### src/rtl/sa3x3_conv_seq_pkg.sv
// sa3x3_conv_seq_pkg: shared state encodings, geometry constants and flat-index helper
package sa3x3_conv_seq_pkg;
  typedef enum logic [2:0] {
    S_IDLE  = 3'd0,
    S_CLEAR = 3'd1,
    S_FEED  = 3'd2,
    S_DRAIN = 3'd3,
    S_CAPT  = 3'd4,
    S_DONE  = 3'd5
  } state_e;
  localparam int IMG_N      = 4;
  localparam int KER_N      = 3;
  localparam int FEED_BEATS = 5;
  localparam int N_WIN      = 4;
  function automatic int flat_off(int n, int i, int j, int dw);
    return (n * i + j) * dw;
  endfunction
endpackage

### src/rtl/sa3x3_lane_mux.sv
// sa3x3_lane_mux: picks the skewed (data, weight) pair for one array lane at beat t
module sa3x3_lane_mux
  import sa3x3_conv_seq_pkg::*;
#(
  parameter int DW   = 8,
  parameter int LANE = 0
) (
  input  logic [IMG_N*IMG_N*DW-1:0] a_i,
  input  logic [KER_N*KER_N*DW-1:0] b_i,
  input  logic                      r_i,
  input  logic                      c_i,
  input  logic [2:0]                t_i,
  output logic [DW-1:0]             din_o,
  output logic [DW-1:0]             win_o
);
  localparam int AW = $clog2(IMG_N*IMG_N*DW);
  localparam int BW = $clog2(KER_N*KER_N*DW);
  logic [2:0]    d;
  logic          hit;
  int            j;
  logic [AW-1:0] ai;
  logic [BW-1:0] bi;
  // j is forced to 0 off-window so the selects never leave the operand range
  always_comb begin
    d     = t_i - 3'(LANE);
    hit   = (t_i >= 3'(LANE)) && (d <= 3'd2);
    j     = hit ? int'(d) : 0;
    ai    = AW'(flat_off(IMG_N, int'(r_i) + LANE, int'(c_i) + j, DW));
    bi    = BW'(flat_off(KER_N, LANE, j, DW));
    din_o = hit ? a_i[ai +: DW] : '0;
    win_o = hit ? b_i[bi +: DW] : '0;
  end
endmodule

### src/rtl/sa3x3_conv_seq.sv
// sa3x3_conv_seq: sequences four 3x3 windows of a 4x4 image through the shared systolic array
module sa3x3_conv_seq
  import sa3x3_conv_seq_pkg::*;
#(
  parameter int DW        = 8,
  parameter int DRAIN_CYC = 4
) (
  input  logic                      clk_i,
  input  logic                      rst_ni,
  input  logic                      en_i,
  input  logic                      start_i,
  input  logic [IMG_N*IMG_N*DW-1:0] a_flat_i,
  input  logic [KER_N*KER_N*DW-1:0] b_flat_i,
  input  logic [DW-1:0]             sa_out_i,
  output logic                      sa_clear_o,
  output logic [DW-1:0]             sa_din0_o,
  output logic [DW-1:0]             sa_din1_o,
  output logic [DW-1:0]             sa_din2_o,
  output logic [DW-1:0]             sa_win0_o,
  output logic [DW-1:0]             sa_win1_o,
  output logic [DW-1:0]             sa_win2_o,
  output logic [DW-1:0]             c00_o,
  output logic [DW-1:0]             c01_o,
  output logic [DW-1:0]             c10_o,
  output logic [DW-1:0]             c11_o,
  output logic [3:0]                c_valid_o,
  output logic                      busy_o,
  output logic                      done_o,
  output logic [2:0]                state_o
);
  localparam int DCW = DRAIN_CYC > 1 ? $clog2(DRAIN_CYC) : 1;
  state_e                    state_q, state_d;
  logic [1:0]                widx_q, widx_d;
  logic [2:0]                t_q, t_d;
  logic [DCW-1:0]            dc_q, dc_d;
  logic [IMG_N*IMG_N*DW-1:0] a_q, a_d;
  logic [KER_N*KER_N*DW-1:0] b_q, b_d;
  logic [2:0][DW-1:0]        din_q, din_d, wl_q, wl_d, md, mw;
  logic [3:0][DW-1:0]        c_q, c_d;
  logic [3:0]                cv_q, cv_d;
  logic                      clr_q, clr_d, busy_q, busy_d, done_q, done_d;
  for (genvar i = 0; i < 3; i++) begin : g_lane
    sa3x3_lane_mux #(.DW(DW), .LANE(i)) u_mux (
      .a_i   (a_q),
      .b_i   (b_q),
      .r_i   (widx_q[1]),
      .c_i   (widx_q[0]),
      .t_i   (t_d),
      .din_o (md[i]),
      .win_o (mw[i])
    );
  end
  always_comb begin
    state_d = state_q;
    widx_d  = widx_q;
    t_d     = t_q;
    dc_d    = dc_q;
    a_d     = a_q;
    b_d     = b_q;
    c_d     = c_q;
    cv_d    = cv_q;
    case (state_q)
      S_IDLE: if (start_i) begin
        a_d     = a_flat_i;
        b_d     = b_flat_i;
        widx_d  = '0;
        cv_d    = '0;
        state_d = S_CLEAR;
      end
      S_CLEAR: begin
        t_d     = '0;
        state_d = S_FEED;
      end
      S_FEED: begin
        t_d     = t_q == 3'(FEED_BEATS-1) ? t_q : t_q + 3'd1;
        dc_d    = '0;
        state_d = t_q == 3'(FEED_BEATS-1) ? S_DRAIN : S_FEED;
      end
      S_DRAIN: begin
        dc_d    = dc_q + DCW'(1);
        state_d = dc_q == DCW'(DRAIN_CYC-1) ? S_CAPT : S_DRAIN;
      end
      S_CAPT: begin
        c_d[widx_q]  = sa_out_i;
        cv_d[widx_q] = 1'b1;
        widx_d       = widx_q + 2'd1;
        state_d      = widx_q == 2'(N_WIN-1) ? S_DONE : S_CLEAR;
      end
      S_DONE:  state_d = S_IDLE;
      default: state_d = S_IDLE;
    endcase
    // outputs are registered from the next state so they line up with state_o
    din_d  = state_d == S_FEED ? md : '0;
    wl_d   = state_d == S_FEED ? mw : '0;
    clr_d  = state_d == S_CLEAR;
    busy_d = state_d != S_IDLE;
    done_d = state_d == S_DONE;
  end
  always_ff @(posedge clk_i or negedge rst_ni) begin
    if (!rst_ni) begin
      state_q <= S_IDLE;
      widx_q  <= '0;
      t_q     <= '0;
      dc_q    <= '0;
      a_q     <= '0;
      b_q     <= '0;
      din_q   <= '0;
      wl_q    <= '0;
      c_q     <= '0;
      cv_q    <= '0;
      clr_q   <= 1'b0;
      busy_q  <= 1'b0;
      done_q  <= 1'b0;
    end else if (en_i) begin
      state_q <= state_d;
      widx_q  <= widx_d;
      t_q     <= t_d;
      dc_q    <= dc_d;
      a_q     <= a_d;
      b_q     <= b_d;
      din_q   <= din_d;
      wl_q    <= wl_d;
      c_q     <= c_d;
      cv_q    <= cv_d;
      clr_q   <= clr_d;
      busy_q  <= busy_d;
      done_q  <= done_d;
    end
  end
  assign sa_clear_o = clr_q;
  assign sa_din0_o  = din_q[0];
  assign sa_din1_o  = din_q[1];
  assign sa_din2_o  = din_q[2];
  assign sa_win0_o  = wl_q[0];
  assign sa_win1_o  = wl_q[1];
  assign sa_win2_o  = wl_q[2];
  assign c00_o      = c_q[0];
  assign c01_o      = c_q[1];
  assign c10_o      = c_q[2];
  assign c11_o      = c_q[3];
  assign c_valid_o  = cv_q;
  assign busy_o     = busy_q;
  assign done_o     = done_q;
  assign state_o    = state_q;
endmodule
### config.mk
export PLATFORM = sky130hd
export DESIGN_NAME = sa3x3_conv_seq
export DESIGN_NICKNAME = d
export VERILOG_FILES = /design/src/rtl/sa3x3_conv_seq_pkg.sv /design/src/rtl/sa3x3_lane_mux.sv /design/src/rtl/sa3x3_conv_seq.sv
export SDC_FILE = /design/constraint.sdc
export NUM_CORES = 1
export LEC_CHECK = 0
export ABC_AREA = 1
export CAP_MARGIN = 15
export CORE_AREA = 2 2 240 242
export CTS_CLUSTER_DIAMETER = 50
export DETAILED_ROUTE_END_ITERATION = 6
export DIE_AREA = 0 0 242 244
export DONT_BUFFER_PORTS = 1
export PLACE_DENSITY = 0.5
export SLEW_MARGIN = 20
export SYNTH_ARGS = -nofsm -noshare
export SYNTH_HDL_FRONTEND = slang
export SYNTH_SLANG_ARGS = --single-unit
### constraint.sdc
create_clock -name clk_i -period 4.8 [get_ports clk_i]
set_input_delay 0.72 -clock clk_i [delete_from_list [all_inputs] [get_ports clk_i]]
set_output_delay 0.72 -clock clk_i [all_outputs]
set_load 0.005 [all_outputs]
==> key figures <==
Logic synthesis
  • Syn avg cell area: 7.33 sq um
  • Synth async-reset ratio: 100%
  • Syn nets: 2,517
  • Top_reg_cell synth: dfrtp_1
  • Seq/Total Area, Yosys: 44.4%
  • Cell Area, Synth: 0.0167 sq mm
  • Post-synthesis register bit count: 297
  • Synth Instances: 2,282
  • Synth cell types: 50
  • Number of synthesized flops with an enable pin: 0
  • Yosys warnings: 0

Timing
  • Max Slew Vio Count: 0
  • Rel. slew slack: 34.6%
  • Clock skew: 25.2 ps
  • Worst Max-Slew Pin Slew: 979 ps
  • Minimum clock period: 4570 ps
  • Period utilisation layout: 95.2%
  • Final hold viol count: 297
  • RSZ-0062 raised after global routing: no
  • Setup TNS Final: 0 ps
  • Minimum hold slack: -161 ps
  • # setup viols final: 0
  • Max Freq: 219 MHz

Finish
  • Util after Layout: 33.8%
  • Commonest non-fill, non-tap cell in the layout: nand2_1
  • Nets: 2,465
  • Layout area overhead: 13.5%
  • Most frequent cells in the layout: 894 x nand2_1, 297 x dfrtp_1, 242 x nand3_1
  • Share of cells above drive strength 1: 7.94%

Die
  • Core Rows: 87
  • Die Width: 242 um
  • Die ar.: 0.0590 sq mm
  • Core Footprint: 0.0562 sq mm
  • Num ports: 302
  • Starting Density: 29.8%
  • Die H: 244 um

Clock tree
  • Worst-path clk slew: 60 ps
  • CTS max path bufs: 3
  • CTS tree: done
  • Root buf cell: clkbuf_16
  • H-tree depth: 2
  • Worst-Skew Late Latency: 590 ps
  • Clock Sinks: 297
  • Inserted Clock Buffers: 48

Drt
  • WL/cell: 22.4 um
  • Routed vias: 15,900
  • Iter 0 DRT Violations: 1,650
  • Drt first pass iters: 7
  • Routed wire length: 67,700 um
  • Vias per Instance: 5.24
  • Post-DRT Antenna Nets: 0
  • DRC viols: 3

Setup path
  • FF-to-FF setup slack: 230 ps
  • WS Path Type: flop to flop
  • Endpoint type of the worst setup path: flop
  • Crit path required time: 5280 ps
  • Reg2reg path depth: 19
  • Crit start category: flop
  • RR Startpoint: state_o[2]$_DFFE_PN0P_
  • Crit path DAT: 5050 ps
  • R2R Path End: sa_din1_o[2]$_DFFE_PN0P_
  • Critical-path maximum fanout: 32

Pwr
  • Largest vdd supply drop: 0.000558 V
  • Static leakage: 8.90 nW
  • Pwr Density: 847 mW/mm^2
  • Total power: 16.1 mW

Global routing
  • Largest net degree at the start of global routing: 298
  • Tot GR Track Use: 22.5%
  • Initial antenna violation count: 2
  • Global-route wire length before repair: 100,000 um
  • Vias in the first global route: 15,400
  • Total gr overflow: 0

Outcome
  • Outcome: complete, but fails checks
  • Violated checks: DRC, hold timing

Placed design
  • Port Buffers: 0
  • Placer congestion estimate: 0.944
  • Hpwl dp: 48,400 um

Min path
  • HP Class: input pin to asynchronous set/reset pin

Job
  • Max-cap violations: 0
==> report_power, final <==
group	total (mW)	internal, mW	switching [mW]
registers	4.81	3.55	1.26
clock network	3.44	2.05	1.40
logic	7.84	2.57	5.28
total	16.1	8.17	7.93
==> area by class of cell <==
class | count | area (sq um)
Inverter | 116 | 449
Tap cell | 756 | 946
Antenna cell | 2 | 5.00
Timing Repair Buffer | 44 | 393
Fill cell | 6038 | 37200
Clock buffer | 56 | 1270
Multi-Input combinational cell | 1723 | 8200
Sequential cell | 297 | 7430
Clock inverter | 31 | 300
==> per-layer routing <==
layer / track usage (%) / routed length [um]
met3: 5.19 / 4580
met2: 36.7 / 31900
met5: 0 / 0
met4: 10.9 / 3400
met1: 28.0 / 27800
==> metrics by stage <==
| stage | cells | cell area (sq um) | worst slack (ps) | hold WS (ps) |
|---|---|---|---|---|
| CTS | 3020 | 19000 | 199 | -194 |
| finish | 3025 | 19000 | 229 | -161 |
| floorplan | 2282 | 16700 | 1010 | 424 |
| detailed placement | 2933 | 17400 | 211 | 435 |
| global placement | 2933 | 17400 | 307 | 436 |
| global route | 3025 | 19000 | 54.9 | -193 |
==> how the worst max path moves through the flow <==
stage                                      start                       end  slack, ps  cells past startpoint
after detailed placement  state_o[2]$_DFFE_PN0P_  sa_din1_o[3]$_DFFE_PN0P_        210                     18
after global routing      state_o[0]$_DFFE_PN0P_  sa_din1_o[2]$_DFFE_PN0P_         50                     19
final                     state_o[2]$_DFFE_PN0P_  sa_din1_o[2]$_DFFE_PN0P_        230                     19
after CTS                 state_o[0]$_DFFE_PN0P_  sa_din1_o[3]$_DFFE_PN0P_        200                     18
after floorplan               t_q[0]$_DFFE_PN0P_  sa_din1_o[5]$_DFFE_PN0P_       1010                     24
after global placement    state_o[0]$_DFFE_PN0P_  sa_din1_o[3]$_DFFE_PN0P_        310                     18
==> logic make-up (layout without fill, tap and decap cells) <==
logic type	count (synthesis)	count (layout)	share of synthesized area [%]
AO/OA/AOI/OAI	434	434	15.0
XOR/XNOR	5	5	0.486
adder cells (fa/ha/maj)	23	23	1.72
buffers and inverters	262	247	6.69
flip-flops	297	297	44.4
multiplexers	14	14	0.838
other	1	3	0.0224
AND/OR/NAND/NOR	1246	1246	30.8
==> Yosys cell counts (2+ instances only) <==
cell type / instances / area share [%]
a211oi_1: 5 / 0.22
a21oi_1: 100 / 3.0
a22o_1: 8 / 0.42
a32o_1: 7 / 0.42
a32oi_1: 7 / 0.37
buf_1: 5 / 0.11
buf_2: 20 / 0.60
buf_4: 13 / 0.58
buf_6: 8 / 0.54
clkbuf_1: 100 / 2.2
clkinv_1: 6 / 0.13
dfrtp_1: 297 / 44
ha_1: 23 / 1.7
inv_1: 103 / 2.3
inv_2: 6 / 0.13
mux2i_1: 14 / 0.84
nand2_1: 894 / 20
nand2_2: 6 / 0.22
nand2_4: 5 / 0.34
nand3_1: 243 / 7.3
nand3_2: 3 / 0.18
nor2_1: 75 / 1.7
nor2_2: 11 / 0.41
nor2_4: 2 / 0.13
nor3_2: 2 / 0.12
o211ai_1: 20 / 0.90
o21a_1: 5 / 0.22
o21ai_0: 230 / 6.9
o21ai_1: 9 / 0.27
o221ai_1: 12 / 0.63
o22ai_1: 7 / 0.26
o311ai_0: 5 / 0.26
o31ai_1: 5 / 0.22
o32ai_1: 7 / 0.37
xnor2_1: 3 / 0.16
xor2_4: 2 / 0.33
==> critical path: stages (launching register included) <==
cell	delay, ps
dfrtp_1	460
nor3_2	380
inv_1	150
o22ai_4	290
inv_1	200
ha_1	640
nor2_1	150
inv_1	90
nand3_1	120
nor2_2	160
nand2_2	130
inv_1	140
ha_1	260
inv_1	60
buf_4	410
nand3_1	240
nand3_1	170
nand3_1	190
nand3_1	150
nand2_1	50
==> timing repair <==
action	CTS	global route
endpoints found under the hold margin	297	297
resized for setup	0	1
setup buffers	0	3
endpoints found under the setup margin	0	3
==> state kept, by name (all words and copies together), names as in the netlist <==
name / cells
c00_o: 8
c01_o: 8
done_o: 1
sa_din0_o: 8
state_o: 3
sa_win2_o: 8
sa_din2_o: 8
c10_o: 8
sa_win0_o: 8
sa_win1_o: 8
c11_o: 8
a_q: 128
busy_o: 1
dc_q: 2
sa_clear_o: 1
t_q: 3
b_q: 72
sa_din1_o: 8
widx_q: 2
c_valid_o: 4
Note: power is estimated with default switching activity, not from simulation.
